`config.mk`:
```
export PLATFORM = sky130hd
export DESIGN_NAME = sym9_sched
export DESIGN_NICKNAME = d
export VERILOG_FILES = /design/src/rtl/sym9_pkg.sv /design/src/rtl/sym9_eval.sv /design/src/rtl/sym9_sched.sv
export SDC_FILE = /design/constraint.sdc
export NUM_CORES = 1
export LEC_CHECK = 0
export ABC_CLOCK_PERIOD_IN_PS = 10600
export CAP_MARGIN = 20
export CORE_MARGIN = 5
export CORE_UTILIZATION = 42
export DETAILED_ROUTE_END_ITERATION = 16
export PLACE_DENSITY_LB_ADDON = 0.05
export SLEW_MARGIN = 20
export SYNTH_ARGS = -nofsm -noshare
export SYNTH_HDL_FRONTEND = slang
export SYNTH_SLANG_ARGS = --single-unit
export TNS_END_PERCENT = 5
```
`constraint.sdc`:
```
create_clock -name clk -period 10.6 [get_ports clk]
set_input_delay 2.12 -clock clk [delete_from_list [all_inputs] [get_ports clk]]
set_output_delay 2.12 -clock clk [all_outputs]
set_load 0.02 [all_outputs]
```
`src/rtl/sym9_pkg.sv`:
```
// Shared constants and buffer-state type for the sym9 popcount scheduler.
package sym9_pkg;
  localparam int SYM9_W = 9;
  localparam int CNT_W  = 4;

  typedef enum logic {
    EMPTY = 1'b0,
    FULL  = 1'b1
  } buf_state_e;
endpackage

```
`src/rtl/sym9_eval.sv`:
```
// Combinational popcount of one 9-bit operand plus an inclusive [LO, HI] range match.
module sym9_eval
  import sym9_pkg::*;
#(
  parameter int LO = 3,
  parameter int HI = 6
) (
  input  logic [SYM9_W-1:0] operand_i,
  output logic [CNT_W-1:0]  count_o,
  output logic              match_o
);

  // NOTE: every always_comb output gets a default first so no path can infer a latch.
  always_comb begin
    count_o = '0;
    for (int b = 0; b < SYM9_W; b++) begin
      count_o = count_o + CNT_W'(operand_i[b]);
    end
    match_o = (int'(count_o) >= LO) && (int'(count_o) <= HI);
  end

endmodule

```
`src/rtl/sym9_sched.sv`:
```
// Round-robin arbiter feeding one shared popcount evaluator into a single-entry
// result buffer; accepts a new request whenever the buffer is empty or draining.
module sym9_sched
  import sym9_pkg::*;
#(
  parameter int NREQ = 4,
  parameter int LO   = 3,
  parameter int HI   = 6,
  localparam int ID_W = $clog2(NREQ)
) (
  input  logic                     clk,
  input  logic                     rst,
  input  logic [NREQ-1:0]          req_valid,
  input  logic [SYM9_W*NREQ-1:0]   req_data,
  output logic [NREQ-1:0]          req_ready,
  output logic                     resp_valid,
  input  logic                     resp_ready,
  output logic [ID_W-1:0]          resp_id,
  output logic                     resp_match,
  output logic [CNT_W-1:0]         resp_count,
  output logic [15:0]              acc_cnt
);

  if (NREQ < 2 || NREQ > 8 || LO < 0 || LO > HI || HI > SYM9_W) begin : g_param_err
    $error("sym9_sched: illegal NREQ/LO/HI parameters");
  end

  buf_state_e         state_q, state_d;
  logic [ID_W-1:0]    rr_ptr_q, rr_ptr_d;
  logic [ID_W-1:0]    id_q, id_d;
  logic               match_q, match_d;
  logic [CNT_W-1:0]   count_q, count_d;
  logic [15:0]        acc_q, acc_d;

  logic [ID_W-1:0]    grant;
  logic               found;
  logic               accept;
  logic [SYM9_W-1:0]  operand;
  logic [CNT_W-1:0]   eval_count;
  logic               eval_match;

  // Two passes: first requester at or above rr_ptr, else wrap to the lowest one.
  always_comb begin
    grant = '0;
    found = 1'b0;
    for (int i = 0; i < NREQ; i++) begin
      if (!found && req_valid[i] && (ID_W'(i) >= rr_ptr_q)) begin
        found = 1'b1;
        grant = ID_W'(i);
      end
    end
    for (int i = 0; i < NREQ; i++) begin
      if (!found && req_valid[i]) begin
        found = 1'b1;
        grant = ID_W'(i);
      end
    end
  end

  assign accept = !rst && found && ((state_q == EMPTY) || resp_ready);

  always_comb begin
    operand   = '0;
    req_ready = '0;
    for (int i = 0; i < NREQ; i++) begin
      if (grant == ID_W'(i)) begin
        operand      = req_data[i*SYM9_W +: SYM9_W];
        req_ready[i] = accept;
      end
    end
  end

  sym9_eval #(
    .LO (LO),
    .HI (HI)
  ) u_eval (
    .operand_i (operand),
    .count_o   (eval_count),
    .match_o   (eval_match)
  );

  always_comb begin
    state_d  = state_q;
    rr_ptr_d = rr_ptr_q;
    id_d     = id_q;
    match_d  = match_q;
    count_d  = count_q;
    acc_d    = acc_q;
    if (accept) begin
      state_d  = FULL;
      rr_ptr_d = (grant == ID_W'(NREQ - 1)) ? '0 : grant + ID_W'(1);
      id_d     = grant;
      match_d  = eval_match;
      count_d  = eval_count;
      acc_d    = acc_q + 16'd1;
    end else if ((state_q == FULL) && resp_ready) begin
      state_d = EMPTY;
    end
  end

  // NOTE: sequential state uses non-blocking assignments so all registers update together.
  always_ff @(posedge clk) begin
    if (rst) begin
      state_q  <= EMPTY;
      rr_ptr_q <= '0;
      id_q     <= '0;
      match_q  <= 1'b0;
      count_q  <= '0;
      acc_q    <= '0;
    end else begin
      state_q  <= state_d;
      rr_ptr_q <= rr_ptr_d;
      id_q     <= id_d;
      match_q  <= match_d;
      count_q  <= count_d;
      acc_q    <= acc_d;
    end
  end

  assign resp_valid = (state_q == FULL);
  assign resp_id    = id_q;
  assign resp_match = match_q;
  assign resp_count = count_q;
  assign acc_cnt    = acc_q;

endmodule

```
==> run_results.csv <==
group,metric,value,unit
timing,finClkSkew,0.00264,ns
clock_tree,clkTransAtPathRegs,0.09,ns
layout,area_delta_synth_final,44.1,%
drt,ant_nets,0,
critical_path,worst_ep_arrival_time,7.55,ns
timing,finalCriticalPeriod,7.39,ns
yosys,yosys.cell_types.count,40,
yosys,synth_top_area_cell,"dfxtp_1",
placed_design,io_buffers,70,
critical_path,crit_type,"input port to flip-flop",
yosys,syn_area,1770,um2
clock_tree,clk_path_buf_depth,2,
die,dieHeight,74.9,um
critical_path,crit_fanout,13,
clock_tree,cts_hold_buffers,0,
timing,setup-violations-final,0,
yosys,synthTopCellsByArea,"dfxtp_1 29%, ha_1 7.8%, fa_1 5.7%",
pwr,ir_drop,0.165,mV
timing,final.setup.tns,0,ns
grt,grt_max_degree,24,
clock_tree,postCtsSetupRepairBufs,0,
critical_path,start_kind,"input port",
critical_path,end_kind,"flip-flop",
yosys,synth.avg_cell_area,8.14,um2
clock_tree,cts_tree,"yes",
layout,fin_util,63.2,%
pwr,p_per_area,234,nW/um2
grt,grt_pass1_wl,7500,um
die,rows,23,
timing,relSlewSlack,47.3,%
hold_path,hp-class,"flip-flop to flip-flop",
timing,finalCritPeriodShare,69.7,%
layout,mostFrequentLayoutCell,"clkdlybuf4s50_1",
timing,hold_viol,0,
die,die_area,5600,um2
grt,grt_pass1_vias,1686,
die,io_pins,71,
grt,overflow,0,
layout,final_layout_size_suffix_gt1_share,4.64,%
job,cap_violations,0,
timing,fin_ws,3.21,ns
layout,n_fill_cell,357,
layout,num_antenna_cells,0,
drt,firstDrtPassIters,4,
grt,grt.total_usage,17.0,%
timing,slew_violations,0,
die,die_w,74.9,um
run_status,run_status,"finished clean",
placed_design,place_congestion,0.876,
yosys,ys_seq_area_share,29.5,%
die,core_area,4030,um2
grt,antenna_found_initial,0,
drt,vias_per_cell,5.33,
yosys,post_synth_inst_count,217,
yosys,synth_top_area_share,29.5,%
clock_tree,clkLatencyLatePin,0.26,ns
yosys,ys_ff_latch,26,
clock_tree,cts_sinks,26,
clock_tree,cts_buffers,3,
timing,whs,0.462,ns
timing,rsz0062_at_grt,"false",
placed_design,dp_hpwl,3660,um
drt,route.vias.total,1760,
pwr,p_leak,0.971,nW
clock_tree,clockRootBuffer,"clkbuf_8",
drt,drc,0,
placed_design,post-place-ws,2.93,ns
yosys,synth_fp_nets,276,
clock_tree,h-tree-depth,1,
critical_path,critPathRequiredTime,10.76,ns
drt,drt_iter0_markers,61,
yosys,yosysWarnings,0,
drt,post_drt_wl_per_cell,13.7,um
timing,tightestPinTransition,0.788,ns
layout,final_nets,340,
die,start_util,43.9,%
clock_tree,cts-resized-gates,0,
timing,max_freq,135,MHz
layout,final_cell_mix,"70 x clkdlybuf4s50_1, 26 x dfxtp_1, 24 x nand2_1",
drt,wl,4520,um
through the flow:
step | total power [W] | cells | area (um2)
floorplan | 0.000431 | 217 | 1770
global placement | 0.000524 | 326 | 2490
detailed placement | 0.000538 | 326 | 2490
CTS | 0.000602 | 330 | 2540
global route | 0.000664 | 330 | 2540
finish | 0.000595 | 330 | 2540
final cells by class:
cell class	instances	area, um2	share of cell area [%]
multi-input cells	169	1160	45.6
repair buffers	71	708	27.8
flip-flops and latches	26	520	20.5
well taps	50	62.6	2.46
clock buffers	4	55.1	2.16
inverters	10	37.5	1.47
worst paths after layout:
path / slack, ns / from / cells after the start / endpoint
worst min register to register: 0.46 / resp_count[0]$_SDFFE_PP0P_ / 2 / resp_count[0]$_SDFFE_PP0P_
worst max register to register: 5.31 / rr_ptr_q[0]$_SDFFE_PP0P_ / 21 / resp_match$_SDFFE_PP0P_
worst max-delay path: 3.21 / req_valid[0] / 22 / resp_match$_SDFFE_PP0P_
worst min-delay path: 0.46 / resp_count[0]$_SDFFE_PP0P_ / 2 / resp_count[0]$_SDFFE_PP0P_
where the power goes:
part	switching [W]	internal [W]
registers	0.00000894	0.000113
logic	0.000217	0.000192
clock network	0.0000304	0.0000332
total	0.000256	0.000338
layer usage:
| layer | part of all wire (%) | routed length, um | vias to the layer above | track usage, % |
|---|---|---|---|---|
| li1 | - | - | 913 | - |
| met1 | 44 | 2010 | 784 | 21.1 |
| met2 | 46 | 2060 | 59 | 28.8 |
| met3 | 8.7 | 393 | 4 | 4.54 |
| met4 | 1.3 | 58 | 0 | 4.94 |
| met5 | 0 | 0 | - | 0 |
worst max-delay path: stages:
cell and delay, ns:
clkdlybuf4s50_1 0.56, or2b_1 0.28, a21oi_1 0.14, a221o_1 0.23
inv_1 0.09, ha_1 0.34, nand3b_1 0.21, a21oi_1 0.15
a21oi_1 0.05, o21ai_0 0.25, ha_1 0.30, fa_1 0.54
inv_1 0.05, fa_1 0.52, inv_1 0.05, fa_1 0.47
ha_1 0.24, fa_1 0.38, xnor2_1 0.16, and3_1 0.19
o211ai_1 0.17, nand2_1 0.06
registers in the layout (all words and copies together), names as in the netlist:
name / count
resp_id: 2
resp_valid: 1
resp_count: 4
rr_ptr_q: 2
acc_cnt: 16
resp_match: 1
synthesized netlist by cell type (all sizes together):
cell type,n
buf,2
a21oi,19
or4,4
nor4,4
nor2b,13
xnor2,3
nand2,24
o211ai,2
dfxtp,26
a311oi,1
nand2b,1
a32o,1
nand4,6
xor2,1
mux2,3
a211oi,1
and2,5
a221o,1
a21o,2
nand3,10
or2b,2
and4,1
nand3b,2
or3,6
nor3,3
nor2,8
a221oi,7
inv,10
and3,2
o31ai,10
or2,1
fa,5
ha,11
clkbuf,10
o21ai,10
logic make-up (layout without fill, tap and decap cells):
family	after synthesis	count (layout)	synth area share, %
adders and majority gates	16	16	13.5
muxes	3	3	1.91
and+or+nand+nor	92	92	28.6
AOI/OAI and AO/OA	54	54	19.8
buffers and inverters	22	85	4.82
xor gates and xnor gates	4	4	1.98
DFF	26	26	29.5
Power figures use the tool's default switching activity.
